**src/rtl/lz77_code_scheduler.sv**
```systemverilog
`default_nettype none
// ============================================================================
// Module   : lz77_code_scheduler
// Purpose  : Buffers LZ77 codewords (pos, len, next-char) in a small FIFO and
//            replays each one on the decoder inputs for len+1 back-to-back
//            steps, strobing dec_step once per decoded character. It counts
//            the characters it emits and stops at the END_CHAR literal.
// Options  : LZ_CHECK_EN - when defined, flags copy codewords whose position
//            is outside the search buffer or not yet decoded (sticky err).
//            When undefined, err is tied low.
// Revision : 1.0 - initial release
// ============================================================================
module lz77_code_scheduler #(
    parameter int          FIFO_DEPTH = 4,
    parameter int          SEARCH_LEN = 9,
    parameter logic [7:0]  END_CHAR   = 8'h24
) (
    input  logic        clk,
    input  logic        reset,
    input  logic        cw_valid,
    output logic        cw_ready,
    input  logic [3:0]  cw_pos,
    input  logic [2:0]  cw_len,
    input  logic [7:0]  cw_char,
    output logic        dec_step,
    output logic [3:0]  code_pos,
    output logic [2:0]  code_len,
    output logic [7:0]  chardata,
    output logic        done,
    output logic [15:0] out_cnt,
    output logic        err
);

    localparam int              AW       = (FIFO_DEPTH > 1) ? $clog2(FIFO_DEPTH) : 1;
    localparam int              CW       = AW + 1;
    localparam logic [CW-1:0]   FULL_CNT = CW'(FIFO_DEPTH);

    // Reject configurations the pointer arithmetic cannot handle.
    generate
        if (FIFO_DEPTH < 2 || (FIFO_DEPTH & (FIFO_DEPTH - 1)) != 0 ||
            SEARCH_LEN < 1 || SEARCH_LEN > 16) begin : g_bad_params
            $error("lz77_code_scheduler: unsupported FIFO_DEPTH/SEARCH_LEN");
        end
    endgenerate

    typedef enum logic [1:0] {
        ST_IDLE  = 2'd0,
        ST_ISSUE = 2'd1,
        ST_DONE  = 2'd2
    } state_t;

    // Codeword storage, packed as {pos, len, char}.
    logic [14:0]    mem_q [FIFO_DEPTH];

    state_t         state_q,    state_d;
    logic [AW-1:0]  rd_ptr_q,   rd_ptr_d;
    logic [AW-1:0]  wr_ptr_q,   wr_ptr_d;
    logic [CW-1:0]  count_q,    count_d;
    logic [3:0]     k_q,        k_d;
    logic           dec_step_q, dec_step_d;
    logic [3:0]     code_pos_q, code_pos_d;
    logic [2:0]     code_len_q, code_len_d;
    logic [7:0]     chardata_q, chardata_d;
    logic           done_q,     done_d;
    logic [15:0]    out_cnt_q,  out_cnt_d;

    logic           w_full;
    logic           w_push;
    logic           w_final_step;
    logic           w_end_hit;
    logic [CW-1:0]  w_cnt_after;
    logic [AW-1:0]  w_rd_after;
    logic [14:0]    w_cand;
    logic           w_start_new;

    // Readiness depends only on registered state: no push-through when full.
    assign w_full   = (count_q == FULL_CNT);
    assign cw_ready = !w_full && (state_q != ST_DONE);
    assign w_push   = cw_valid && cw_ready;

    // The head is retired on the step whose index equals its length.
    assign w_final_step = (state_q == ST_ISSUE) && (k_q == {1'b0, code_len_q});
    assign w_end_hit    = w_final_step && (chardata_q == END_CHAR);

    // Next codeword candidate: stored entry behind the head if one exists,
    // otherwise the word arriving this cycle (empty-FIFO bypass keeps the
    // push-to-first-step latency at one cycle).
    assign w_cnt_after = count_q - CW'(w_final_step);
    assign w_rd_after  = rd_ptr_q + AW'(w_final_step);
    assign w_cand      = (w_cnt_after != '0) ? mem_q[w_rd_after]
                                             : {cw_pos, cw_len, cw_char};
    assign w_start_new = ((state_q == ST_IDLE) || (w_final_step && !w_end_hit)) &&
                         ((w_cnt_after != '0) || w_push);

    // FIFO storage write; contents need no reset since count gates reads.
    always_ff @(posedge clk) begin
        if (w_push) begin
            mem_q[wr_ptr_q] <= {cw_pos, cw_len, cw_char};
        end
    end

    // Next-state: FIFO bookkeeping, step sequencing and decoder outputs.
    always_comb begin
        state_d    = state_q;
        rd_ptr_d   = w_rd_after;
        wr_ptr_d   = w_push ? (wr_ptr_q + AW'(1)) : wr_ptr_q;
        count_d    = w_cnt_after + CW'(w_push);
        k_d        = k_q;
        dec_step_d = 1'b0;
        code_pos_d = code_pos_q;
        code_len_d = code_len_q;
        chardata_d = chardata_q;
        done_d     = done_q;

        case (state_q)
            ST_DONE: begin
                // Terminal: nothing issues, leftover entries stay discarded.
                rd_ptr_d = '0;
                wr_ptr_d = '0;
                count_d  = '0;
            end
            default: begin
                if (w_end_hit) begin
                    state_d  = ST_DONE;
                    done_d   = 1'b1;
                    rd_ptr_d = '0;
                    wr_ptr_d = '0;
                    count_d  = '0;
                end else if (w_start_new) begin
                    state_d    = ST_ISSUE;
                    dec_step_d = 1'b1;
                    k_d        = 4'd0;
                    code_pos_d = w_cand[14:11];
                    code_len_d = w_cand[10:8];
                    chardata_d = w_cand[7:0];
                end else if ((state_q == ST_ISSUE) && !w_final_step) begin
                    dec_step_d = 1'b1;
                    k_d        = k_q + 4'd1;
                end else begin
                    // Underflow: hold the decoder inputs, stop strobing.
                    state_d = ST_IDLE;
                end
            end
        endcase

        out_cnt_d = (dec_step_d && (out_cnt_q != 16'hFFFF)) ? (out_cnt_q + 16'd1)
                                                            : out_cnt_q;
    end

    // State and registered-output flops.
    always_ff @(posedge clk or negedge reset) begin
        if (!reset) begin
            state_q    <= ST_IDLE;
            rd_ptr_q   <= '0;
            wr_ptr_q   <= '0;
            count_q    <= '0;
            k_q        <= 4'd0;
            dec_step_q <= 1'b0;
            code_pos_q <= 4'd0;
            code_len_q <= 3'd0;
            chardata_q <= 8'd0;
            done_q     <= 1'b0;
            out_cnt_q  <= 16'd0;
        end else begin
            state_q    <= state_d;
            rd_ptr_q   <= rd_ptr_d;
            wr_ptr_q   <= wr_ptr_d;
            count_q    <= count_d;
            k_q        <= k_d;
            dec_step_q <= dec_step_d;
            code_pos_q <= code_pos_d;
            code_len_q <= code_len_d;
            chardata_q <= chardata_d;
            done_q     <= done_d;
            out_cnt_q  <= out_cnt_d;
        end
    end

`ifdef LZ_CHECK_EN
    logic err_q, err_d;

    // A copy codeword is illegal if it points past the search buffer or
    // further back than the characters decoded so far (out_cnt_q at load time).
    always_comb begin
        err_d = err_q;
        if (w_start_new && (w_cand[10:8] != 3'd0) &&
            ((int'(w_cand[14:11]) >= SEARCH_LEN) ||
             ({12'd0, w_cand[14:11]} >= out_cnt_q))) begin
            err_d = 1'b1;
        end
    end

    // Sticky protocol error flag.
    always_ff @(posedge clk or negedge reset) begin
        if (!reset) begin
            err_q <= 1'b0;
        end else begin
            err_q <= err_d;
        end
    end

    assign err = err_q;
`else
    assign err = 1'b0;
`endif

    assign dec_step = dec_step_q;
    assign code_pos = code_pos_q;
    assign code_len = code_len_q;
    assign chardata = chardata_q;
    assign done     = done_q;
    assign out_cnt  = out_cnt_q;

endmodule
`default_nettype wire

```
**config.mk**
```make
export PLATFORM = sky130hd
export DESIGN_NAME = lz77_code_scheduler
export DESIGN_NICKNAME = d
export VERILOG_FILES = /design/src/rtl/lz77_code_scheduler.sv
export SDC_FILE = /design/constraint.sdc
export NUM_CORES = 1
export LEC_CHECK = 0
export CAP_MARGIN = 25
export CELL_PAD_IN_SITES_DETAIL_PLACEMENT = 1
export CELL_PAD_IN_SITES_GLOBAL_PLACEMENT = 2
export CORE_MARGIN = 4
export CORE_UTILIZATION = 40
export DETAILED_ROUTE_END_ITERATION = 10
export HOLD_SLACK_MARGIN = 0.06
export PLACE_DENSITY = 0.82
export SLEW_MARGIN = 25
export SYNTH_ARGS = -nofsm -noshare
export SYNTH_HDL_FRONTEND = slang
export SYNTH_SLANG_ARGS = --single-unit
```
**constraint.sdc**
```tcl
create_clock -name clk -period 4.17 [get_ports clk]
set_clock_uncertainty 0.05 [all_clocks]
set_input_delay 0.6255 -clock clk [delete_from_list [all_inputs] [get_ports clk]]
set_output_delay 0.6255 -clock clk [all_outputs]
set_load 0.05 [all_outputs]
```
==> flow_metrics.env <==
export IMPL_outcome="complete, no violations"
export IMPL_slowest_stage="or4_4"
export IMPL_synth_mux_area_share_pct=15.7
export IMPL_clock_latency_ns=0.34
export IMPL_yosys_area_share_simple_pct=9.44
export IMPL_synth_area_um2=4680
export IMPL_synth_most_common_cell="edfxtp_1"
export IMPL_io_buffers=51
export IMPL_vias=2582
export IMPL_setup_violations_final=0
export IMPL_cts_hold_buf=0
export IMPL_async_flop_share_pct=43.4
export IMPL_io_pins=53
export IMPL_avgSynthCellArea_um2=15.6
export IMPL_ys_seq_elements=106
export IMPL_multi_input_area_um2=1600
export IMPL_startpoint_type="register"
export IMPL_htreeDepth=3
export IMPL_synth_top_family_by_area="multiplexers"
export IMPL_synth_adder_area_share_pct=2.94
export IMPL_final_min_clock_period_ns=3.43
export IMPL_fillers=1108
export IMPL_synth_area_top_cells="edfxtp_1, dfrtp_1, mux4_2"
export IMPL_dieArea_um2=13500
export IMPL_worstSetupStartpoint="k_q[2]$_DFFE_PN0P_"
export IMPL_path_clk_slew_ns=0.07
export IMPL_crit_path_max_incr_delay_ns=0.58
export IMPL_cts_buffer_depth=2
export IMPL_vias_per_cell=5.12
export IMPL_drv_slew=0
export IMPL_initial_core_util_pct=41.0
export IMPL_hold_path_class="in2async"
export IMPL_num_rows=39
export IMPL_max_cap_viol_count=0
export IMPL_period_share_pct=82.2
export IMPL_fin_util_pct=49.6
export IMPL_drtIter0Drc=144
export IMPL_synth_ff_type="edfxtp_1"
export IMPL_synth_compound_area_share_pct=1.95
export IMPL_critical_path_buf_inv_count=1
export IMPL_crit_fanout=11
export IMPL_areaGrowthSynthToFinish_pct=21.0
export IMPL_relSlewSlack_pct=40.8
export IMPL_finalHoldViolCount=0
export IMPL_synth_common_cells="edfxtp_1, dfrtp_1, mux2_2"
export IMPL_layout_area_seq_um2=2950
export IMPL_grt_pass1_wl_um=15700
export IMPL_core_area_um2=11400
export IMPL_cts_resized=0
export IMPL_r2r_cells=11
export IMPL_synth_xor_area_share_pct=4.12
export IMPL_antenna_found_initial=0
export IMPL_worstSetupPathType="reg2reg"
export IMPL_rsz0062_at_grt="no"
export IMPL_synth_top_area_share_pct=38.5
export IMPL_layout_nets=385
export IMPL_worstSetupEndpointType="register"
export IMPL_yosys_warnings=0
export IMPL_synthCells=299
export IMPL_crit_required_ns=4.35
export IMPL_cts_root_buf="clkbuf_16"
export IMPL_routed_wl_um=9470
export IMPL_drt_antenna_violating_nets=0
export IMPL_num_antenna_cells=0
export IMPL_cts_sinks=106
export IMPL_clock_fmax_ghz=0.292
export IMPL_hpwlAfterDp_um=6410
export IMPL_synth_top_area_cell="edfxtp_1"
export IMPL_crit_arrival_ns=3.60
export IMPL_gr_total_overflow=0
export IMPL_synth_edf_count=60
export IMPL_die_w_um=116
export IMPL_grt_max_degree=47
export IMPL_power_density_nw_per_um2=855
export IMPL_r2r_start="k_q[2]$_DFFE_PN0P_"
export IMPL_p_leak_uw=0.00218
export IMPL_setup_tns_ns=0
export IMPL_worstPathCellList="xor2_1, or4_4, nor2_1, ha_1, ha_1, and2_1, nand2_1, nor2_1, a211oi_4, buf_12, mux2_2"
export IMPL_grt_total_usage_pct=15.4
export IMPL_max_slew_worst_pin_slew_ns=0.888
export IMPL_cts_tree="done"
export IMPL_syn_nets=328
export IMPL_synth_distinct_cells=43
export IMPL_seq_area_frac_synth_pct=63.1
export IMPL_drive_gt1_share_pct=21.9
export IMPL_numCtsBuffers=9
export IMPL_drt_pass1_iter_count=4
export IMPL_cts_setup_buffers=0
export IMPL_drc=0
export IMPL_cp_num_cells=11
export IMPL_wl_per_cell_um=18.8
export IMPL_cp_top_family="simple AND/OR/NAND/NOR gates"
export IMPL_grt_pass1_vias=2866
export IMPL_die_y_um=116
export IMPL_ir_drop_mv=0.321
export IMPL_routabilityCongestion=0.741
[cell families (layout without fill, tap and decap cells)]
| kind of cell | Yosys count | after routing |
|---|---|---|
| adder cells (fa/ha/maj) | 11 | 11 |
| other | 1 | 1 |
| AO/OA/AOI/OAI | 10 | 10 |
| multiplexers | 48 | 48 |
| flip-flops | 106 | 106 |
| AND/OR/NAND/NOR | 77 | 77 |
| XOR/XNOR | 22 | 22 |
| buffers and inverters | 24 | 86 |
[where the power goes]
part | switching, uW | leakage (uW) | internal [uW]
Clock | 390 | 0.000153 | 492
Combinational | 1250 | 0.000922 | 1090
Sequential | 188 | 0.00111 | 1430
[layout by cell type, fill, tap and decap left out, types with 5 or more instances in the layout]
master           instances
nor2_1                  13
xor2_1                  20
ha_1                    11
inv_1                   11
nor4_1                   9
mux4_2                  15
nand3_1                 10
mux2_4                   7
buf_4                    7
edfxtp_1                60
and2_1                   5
nor4b_1                  5
mux2_2                  25
dfrtp_1                 46
clkdlybuf4s50_1         50
nor3_1                   6
clkbuf_16                9
nand2_1                 11
[flip-flops by register name, summed over array words and instances, names as in the netlist]
name	count
code_pos	4
wr_ptr_q	2
rd_ptr_q	2
k_q	4
chardata	8
done	1
state_q	2
dec_step	1
code_len	3
mem_q	60
count_q	3
out_cnt	16
[layer usage]
metal  share of wire [%]  global-route usage [%]  wire length [um]
met1                  48                    21.6              4540
met2                  48                    24.2              4560
met3                 2.7                    3.58               251
met4                 1.2                    4.41               117
met5                   0                       0                 0
[through the flow]
step	total power, uW	hold slack [ns]	cells	setup WS (ns)	cell area, um2
after floorplan	3340	0.280	299	0.514	4680
after global placement	3940	0.435	488	0.779	5350
after detailed placement	4020	0.437	488	0.707	5350
after CTS	4920	0.348	504	0.686	5660
after global routing	5140	0.369	504	0.560	5660
final	4840	0.325	504	0.744	5660
[final timing paths]
path / end / slack, ns
worst max-delay path: chardata[1]$_DFFE_PN0P_ / 0.74
worst min-delay path: out_cnt[11]$_DFFE_PN0P_ / 0.32
worst max register to register: chardata[1]$_DFFE_PN0P_ / 0.74
worst min register to register: out_cnt[5]$_DFFE_PN0P_ / 0.45
max in group asynchronous: chardata[3]$_DFFE_PN0P_ / 3.33
min in group clk: out_cnt[5]$_DFFE_PN0P_ / 0.45
[final cells by class]
cell class	count	share of cell area (%)
Timing Repair Buffer	59	10.2
Multi-Input combinational cell	169	28.3
Clock buffer	11	4.29
Tap cell	143	3.16
Clock inverter	5	1.19
Inverter	11	0.729
Sequential cell	106	52.1
No activity file was read; power rests on OpenSTA's default activity.
